`src/rtl/disassemble_msg.sv`:
```
// ============================================================================
// Module   : disassemble_msg
// Brief    : Serializes a MSG_SIZE-bit word into KEY_SIZE-bit chunks, MSB
//            chunk first, over a valid/ready handshake with registered outputs.
// Revision : 1.0 - initial release
// ============================================================================
`timescale 1ns/1ps
`default_nettype none

module disassemble_msg #(
    parameter int KEY_SIZE = 4,
    parameter int MSG_SIZE = 8,
    localparam int NCHUNK  = MSG_SIZE / KEY_SIZE,
    localparam int CW      = $clog2(NCHUNK + 1)
) (
    input  logic                iClk,
    input  logic                iRst,
    input  logic                iEn,
    input  logic                iLoad,
    input  logic [MSG_SIZE-1:0] iData,
    input  logic                iReady,
    output logic [KEY_SIZE-1:0] oChunk,
    output logic                oValid,
    output logic                oBusy,
    output logic                oDone,
    output logic [CW-1:0]       oCount
);

    typedef enum logic [1:0] {
        ST_IDLE = 2'd0,
        ST_SEND = 2'd1,
        ST_DONE = 2'd2
    } state_t;

    state_t              state_q, state_d;
    logic [MSG_SIZE-1:0] shreg_q, shreg_d;
    logic [KEY_SIZE-1:0] chunk_q, chunk_d;
    logic                valid_q, valid_d;
    logic                busy_q,  busy_d;
    logic                done_q,  done_d;
    logic [CW-1:0]       count_q, count_d;

    logic [MSG_SIZE-1:0] w_shifted;
    logic                w_xfer;

    assign w_shifted = shreg_q << KEY_SIZE;
    assign w_xfer    = valid_q && iReady && iEn;

    always_comb begin
        state_d = state_q;
        shreg_d = shreg_q;
        chunk_d = chunk_q;
        valid_d = valid_q;
        busy_d  = busy_q;
        done_d  = done_q;
        count_d = count_q;
        // With iEn low every register simply holds its value.
        if (iEn) begin
            case (state_q)
                ST_IDLE: begin
                    if (iLoad) begin
                        state_d = ST_SEND;
                        shreg_d = iData;
                        chunk_d = iData[MSG_SIZE-1 -: KEY_SIZE];
                        valid_d = 1'b1;
                        busy_d  = 1'b1;
                        count_d = CW'(NCHUNK);
                    end
                end
                ST_SEND: begin
                    if (w_xfer) begin
                        shreg_d = w_shifted;
                        if (count_q == CW'(1)) begin
                            state_d = ST_DONE;
                            chunk_d = '0;
                            valid_d = 1'b0;
                            done_d  = 1'b1;
                            count_d = '0;
                        end else begin
                            chunk_d = w_shifted[MSG_SIZE-1 -: KEY_SIZE];
                            count_d = count_q - CW'(1);
                        end
                    end
                end
                ST_DONE: begin
                    state_d = ST_IDLE;
                    busy_d  = 1'b0;
                    done_d  = 1'b0;
                end
                default: begin
                    state_d = ST_IDLE;
                    shreg_d = '0;
                    chunk_d = '0;
                    valid_d = 1'b0;
                    busy_d  = 1'b0;
                    done_d  = 1'b0;
                    count_d = '0;
                end
            endcase
        end
    end

    always_ff @(posedge iClk or negedge iRst) begin
        if (!iRst) begin
            state_q <= ST_IDLE;
            shreg_q <= '0;
            chunk_q <= '0;
            valid_q <= 1'b0;
            busy_q  <= 1'b0;
            done_q  <= 1'b0;
            count_q <= '0;
        end else begin
            state_q <= state_d;
            shreg_q <= shreg_d;
            chunk_q <= chunk_d;
            valid_q <= valid_d;
            busy_q  <= busy_d;
            done_q  <= done_d;
            count_q <= count_d;
        end
    end

    assign oChunk = chunk_q;
    assign oValid = valid_q;
    assign oBusy  = busy_q;
    assign oDone  = done_q;
    assign oCount = count_q;

endmodule

`default_nettype wire

```
`config.mk`:
```
export PLATFORM = sky130hd
export DESIGN_NAME = disassemble_msg
export DESIGN_NICKNAME = d
export VERILOG_FILES = /design/src/rtl/disassemble_msg.sv
export SDC_FILE = /design/constraint.sdc
export NUM_CORES = 1
export LEC_CHECK = 0
export CAP_MARGIN = 10
export CELL_PAD_IN_SITES_DETAIL_PLACEMENT = 0
export CELL_PAD_IN_SITES_GLOBAL_PLACEMENT = 1
export CORE_ASPECT_RATIO = 0.9
export CORE_MARGIN = 4
export CORE_UTILIZATION = 37
export CTS_CLUSTER_SIZE = 25
export DETAILED_ROUTE_END_ITERATION = 8
export PLACE_DENSITY = 0.86
export SETUP_SLACK_MARGIN = 0.02
export SLEW_MARGIN = 10
export SYNTH_ARGS = -nofsm -noshare
export SYNTH_HDL_FRONTEND = slang
export SYNTH_SLANG_ARGS = --single-unit
```
`constraint.sdc`:
```
create_clock -name iClk -period 2.15 [get_ports iClk]
set_input_delay 0.3225 -clock iClk [delete_from_list [all_inputs] [get_ports iClk]]
set_output_delay 0.3225 -clock iClk [all_outputs]
set_load 0.03 [all_outputs]
```
==> run_results.csv, run 1 <==
group,metric,value,unit
status,status,"finished clean",
placed_design,gp_congestion,0.784,
die,rows,15,
finish,nets,110,
synthesis,yosys.cell_types.count,24,
cts,clk_latency,0.27,ns
setup_path,reg2reg_from,"state_q[1]",
synthesis,synthXorXnorAreaFrac,0,%
route,drt_wl_total,1.53,mm
die,dieArea,2890,um2
synthesis,synth_top_area_share,48.5,%
synthesis,synth_area,774,um2
synthesis,async_flop_share,100,%
cts,cts.clk_slew.worst_paths,0.08,ns
timing,min_period,1.71,ns
grt,grt_pass1_vias,577,
die,core,1950,um2
finish,syn_to_final_growth,31.3,%
setup_path,cp_cell_sequence,"clkdlybuf4s50_1",
grt,overflow,0,
cts,clock-sinks,15,
synthesis,synthTopCellsByCount,"dfrtp_1, inv_1, a21oi_1",
die,ios,22,
setup_path,end_kind,"primary output",
grt,antenna_found_initial,0,
power_and_ir_drop,ir_drop,0.688,mV
placed_design,portBuffers,21,
cts,cts_tree,"built",
setup_path,max_stage_delay,0.70,ns
route,dr.pass1.iters,4,
cts,ctsResizeCount,0,
setup_path,ff2ff_path_depth,3,
synthesis,synth-simple-area-share,15.5,%
finish,diodes,0,
setup_path,cp_num_buf_inv,1,
cts,holdBufCountCts,0,
cts,cts_made_buffers,3,
synthesis,avgSynthCellArea,10.5,um2
setup_path,cp_max_fo,5,
route,drtIter0Drc,6,
worst_hold_path,hp-class,"in2async",
synthesis,synth_mux_area_share,15.7,%
synthesis,synth_cells,74,
finish,final_cells,120,
setup_path,startpoint_type,"register",
cts,clock-root-buffer,"clkbuf_4",
timing,timing.final.crit_share,79.5,%
grt,grt_max_degree,17,
cts,htreeDepth,1,
route,ant_nets,0,
synthesis,ys_ff_latch,15,
synthesis,yosysTopAreaCell,"dfrtp_1",
timing,worstMarginPinSlew,0.655,ns
setup_path,crit_start,"oValid",
synthesis,seq_area_frac_synth,48.5,%
setup_path,crit_type,"reg2out",
timing,fin_skew,0.00142,ns
job,drv_cap,0,
synthesis,ys_warn_count,0,
route,drc,0,
setup_path,cp_data_arrival_time,1.39,ns
grt,grt_util_all_layers,12.6,%
power_and_ir_drop,leakage,0.000449,uW
synthesis,yosys.cell_count.top_type,"dfrtp_1",
synthesis,synth_compound_gate_area_share,11.1,%
timing,hold_violations,0,
cts,cts_setup_buffers,0,
timing,rsz0062_at_grt,"no",
synthesis,ys.flop_type,"dfrtp_1",
synthesis,yosys-top-cells-area,"dfrtp_1, mux2_4, mux2i_1, inv_1, nand2b_1",
setup_path,required,1.83,ns
timing,setup-violations-final,0,
timing,relSlewSlack,56.2,%
setup_path,rrSetupSlack,0.48,ns
grt,grt_pass1_wl,2.75,mm
synthesis,syn_nets,88,
route,avgViaCountPerCell,4.66,
cts,clockBufferDepth,2,
synthesis,synth-edff-count,0,
timing,tns,0,ns
placed_design,numPlacedInstances,116,
finish,drive_gt1_share,8.42,%
timing,timing_max_transition_violations_final,0,
route,post_drt_wl_per_cell,12.8,um
finish,fill_cells,189,
setup_path,rr_endpoint,"oChunk[3]",
setup_path,crit_family,"buffers and inverters",
die,die_height,51.4,um
synthesis,synth_top_family_by_area,"multiplexers",
die,die_x,56.2,um
power_and_ir_drop,power_density,1360,nW/um2
route,vias,559,
timing,max_freq,585,MHz
setup_path,cp_slowest_cell,"clkdlybuf4s50_1",
synthesis,synthAdderAreaFrac,1.62,%
die,start_util,39.7,%
[flip-flops by register name, indices dropped and copies added, names as in the netlist]
register,flops
oValid,1
oCount,2
oBusy,1
state_q,2
oDone,1
shreg_q,4
oChunk,4
[metrics by stage]
stage	hold slack (ns)	setup WS [ns]	instance area, um2	total power [uW]	utilization, %
floorplan	0.0269	0.640	774	995	-
global placement	0.475	0.286	991	1230	50.8
finish	0.445	0.441	1020	1390	52.1
detailed placement	0.489	0.265	991	1240	50.8
CTS	0.466	0.427	1020	1410	52.1
global route	0.491	0.373	1020	1500	52.1
[area by class of cell]
type | count | area, um2 | area share (%)
repair buffers | 21 | 210 | 20.7
well taps | 25 | 31.3 | 3.08
clock buffers | 4 | 26.3 | 2.58
inverters | 9 | 33.8 | 3.32
multi-input cells | 46 | 340 | 33.5
flip-flops and latches | 15 | 375 | 36.9
[metal layers]
metal  track usage [%]  vias to the layer above  part of all wire, %
li1                  -                      294                    -
met1              16.8                      249                   49
met2              18.3                       14                   44
met3              4.80                        2                  5.4
met4              4.74                        0                  1.1
met5                 0                        -                    0
[placed cells by master (no fill, tap or decap), drive strengths merged]
cell type / netlist / layout
clkdlybuf4s50: 0 / 21
dfrtp: 15 / 15
inv: 9 / 9
a21oi: 6 / 6
nand2: 5 / 5
nand2b: 5 / 5
mux2i: 5 / 5
mux2: 5 / 5
nand3b: 4 / 4
clkbuf: 1 / 4
nor2: 2 / 2
o21ai: 2 / 2
a31oi: 2 / 2
o22ai: 2 / 2
nor2b: 1 / 1
and2: 1 / 1
o221a: 1 / 1
and3: 1 / 1
nor3: 1 / 1
a32o: 1 / 1
and3b: 1 / 1
ha: 1 / 1
[power breakdown]
| part | internal [uW] | leakage, uW | total [uW] | switching [uW] |
|---|---|---|---|---|
| Sequential | 400 | 0.000185 | 507 | 107 |
| Combinational | 361 | 0.000249 | 724 | 364 |
| Clock | 71.9 | 0.0000150 | 155 | 83.0 |
[kinds of logic (layout without fill, tap and decap cells)]
logic type,Yosys count,after routing
AND/OR/NAND/NOR,21,21
flip-flops,15,15
buffers and inverters,13,34
adder cells (fa/ha/maj),1,1
AO/OA/AOI/OAI,14,14
multiplexers,10,10
[worst max-delay path by stage]
stage | endpoint | slack [ns] | depth (start not counted)
2_1_floorplan | oChunk[0] | 0.64 | 4
3_3_place_gp | oChunk[3] | 0.29 | 3
3_5_place_dp | oChunk[3] | 0.27 | 3
4_1_cts | oValid | 0.43 | 1
5_1_grt | oValid | 0.37 | 1
6_report | oValid | 0.44 | 1
(Power assumes the default switching activity.)
==> run 2: changes to the inputs <==
Settings changed: CORE_UTILIZATION 37 to 31, PLACE_DENSITY 0.86 to 0.77.
Clock period 2.15 ns to 1.54 ns, I/O delays scaled along.
==> run_results.csv, run 2 (synthesized netlist as in run 1, its figures left out) <==
group,metric,value,unit
grt,grt_util_all_layers,11.1,%
finish,final_cell_mix,"dfrtp_1, clkdlybuf4s50_1, inv_1, dlygate4sd2_1, buf_4",
setup_path,end_kind,"register",
placed_design,gp_congestion,0.751,
die,start_util,33.9,%
route,drtIter0Drc,14,
timing,tns,0,ns
placed_design,numPlacedInstances,125,
timing,timing_max_transition_violations_final,0,
cts,cts_tree,"built",
cts,clock-sinks,15,
die,rows,16,
setup_path,crit_type,"reg2reg",
timing,rsz0062_at_grt,"no",
job,drv_cap,0,
route,post_drt_wl_per_cell,13.9,um
status,status,"finished clean",
placed_design,dp_hpwl,1.35,mm
setup_path,cp_data_arrival_time,1.53,ns
grt,antenna_found_initial,0,
route,vias,641,
cts,cts_made_buffers,3,
power_and_ir_drop,leakage,0.000503,uW
finish,diodes,0,
timing,setup-violations-final,0,
cts,clock-root-buffer,"clkbuf_4",
grt,grt_pass1_wl,2.88,mm
die,die_x,60.7,um
finish,nets,117,
route,avgViaCountPerCell,4.97,
die,die_height,55.4,um
grt,grt_max_degree,16,
setup_path,required,1.70,ns
grt,grt_pass1_vias,606,
route,drt_wl_total,1.79,mm
setup_path,startpoint_type,"register",
timing,max_freq,732,MHz
timing,relSlewSlack,73.2,%
power_and_ir_drop,total_power,1940,uW
finish,final_cells,129,
timing,timing.final.crit_share,88.7,%
die,ios,22,
worst_hold_path,hp-class,"in2async",
finish,drive_gt1_share,14.7,%
timing,min_period,1.37,ns
timing,hold_violations,0,
setup_path,cp_max_fo,7,
finish,syn_to_final_growth,38.1,%
power_and_ir_drop,power_density,1820,nW/um2
cts,clk_latency,0.28,ns
die,dieArea,3360,um2
cts,htreeDepth,1,
cts,cts.clk_slew.worst_paths,0.09,ns
grt,overflow,0,
route,ant_nets,0,
route,dr.pass1.iters,4,
die,core,2280,um2
placed_design,portBuffers,21,
timing,worstMarginPinSlew,0.401,ns
route,drc,0,
cts,clockBufferDepth,2,
cts,cts_setup_buffers,0,
power_and_ir_drop,ir_drop,0.805,mV
timing,fin_skew,0.00321,ns
finish,mostFrequentLayoutCell,"dfrtp_1",
run 2: power by group:
| group | internal, uW | total [uW] | leakage (uW) | switching (uW) |
|---|---|---|---|---|
| registers | 559 | 675 | 0.000185 | 117 |
| logic | 472 | 1040 | 0.000303 | 572 |
| clock network | 100 | 224 | 0.0000150 | 124 |
| total | 1130 | 1940 | 0.000503 | 812 |
run 2: routing by layer:
| metal | routed length, um | global-route usage (%) |
|---|---|---|
| met1 | 844 | 17.1 |
| met2 | 797 | 14.8 |
| met3 | 123 | 1.40 |
| met4 | 27 | 5.26 |
| met5 | 0 | 0 |
run 2: timing repair:
item                                    in CTS  in global routing
hold buffers                                 0                  0
hold endpoints to repair                     0                  0
endpoints found under the setup margin       9                  1
gates resized for setup                      9                  1
run 2: final timing paths:
kind | from | to | slack, ns | cells after the start
worst max-delay path | state_q[1] | oChunk[3] | 0.17 | 3
worst min register to register | oChunk[3] | oChunk[3] | 0.50 | 1
min in group iClk | oChunk[3] | oChunk[3] | 0.50 | 1
max in group asynchronous | iRst | shreg_q[3] | 1.09 | 2
worst max register to register | state_q[1] | oChunk[3] | 0.17 | 3
worst min-delay path | iRst | oChunk[2] | 0.27 | 2
run 2: cell type report:
cell class                 instances  area [um2]
clock buffer                       4        26.3
inverter                           9        33.8
multi-input combinational         46         349
tap                               27        33.8
timing repair buffer              28         251
sequential                        15         375
fill                             222        1210
run 2: stage by stage:
step / hold slack [ns] / area [um2] / utilization (%) / worst slack [ns]
3_3_place_gp: 0.467 / 1050 / 45.8 / -0.102
5_1_grt: 0.284 / 1070 / 46.9 / 0.0880
6_report: 0.269 / 1070 / 46.9 / 0.174
4_1_cts: 0.272 / 1060 / 46.5 / 0.112
2_1_floorplan: -0.0646 / 774 / - / 0.0296
3_5_place_dp: 0.484 / 1050 / 45.8 / -0.148
run 2: worst max-delay path, cell delays in order (launching register included):
cell and delay (ns):
dfrtp_1 0.42, nand2b_1 0.22, o221a_4 0.30, mux2_1 0.32
==> run 3: changes to the inputs <==
Settings changed: CAP_MARGIN 10 to 25.
==> results of run 3 <==
Same layout as run 2: the final DEF is identical, and so are final timing and power.
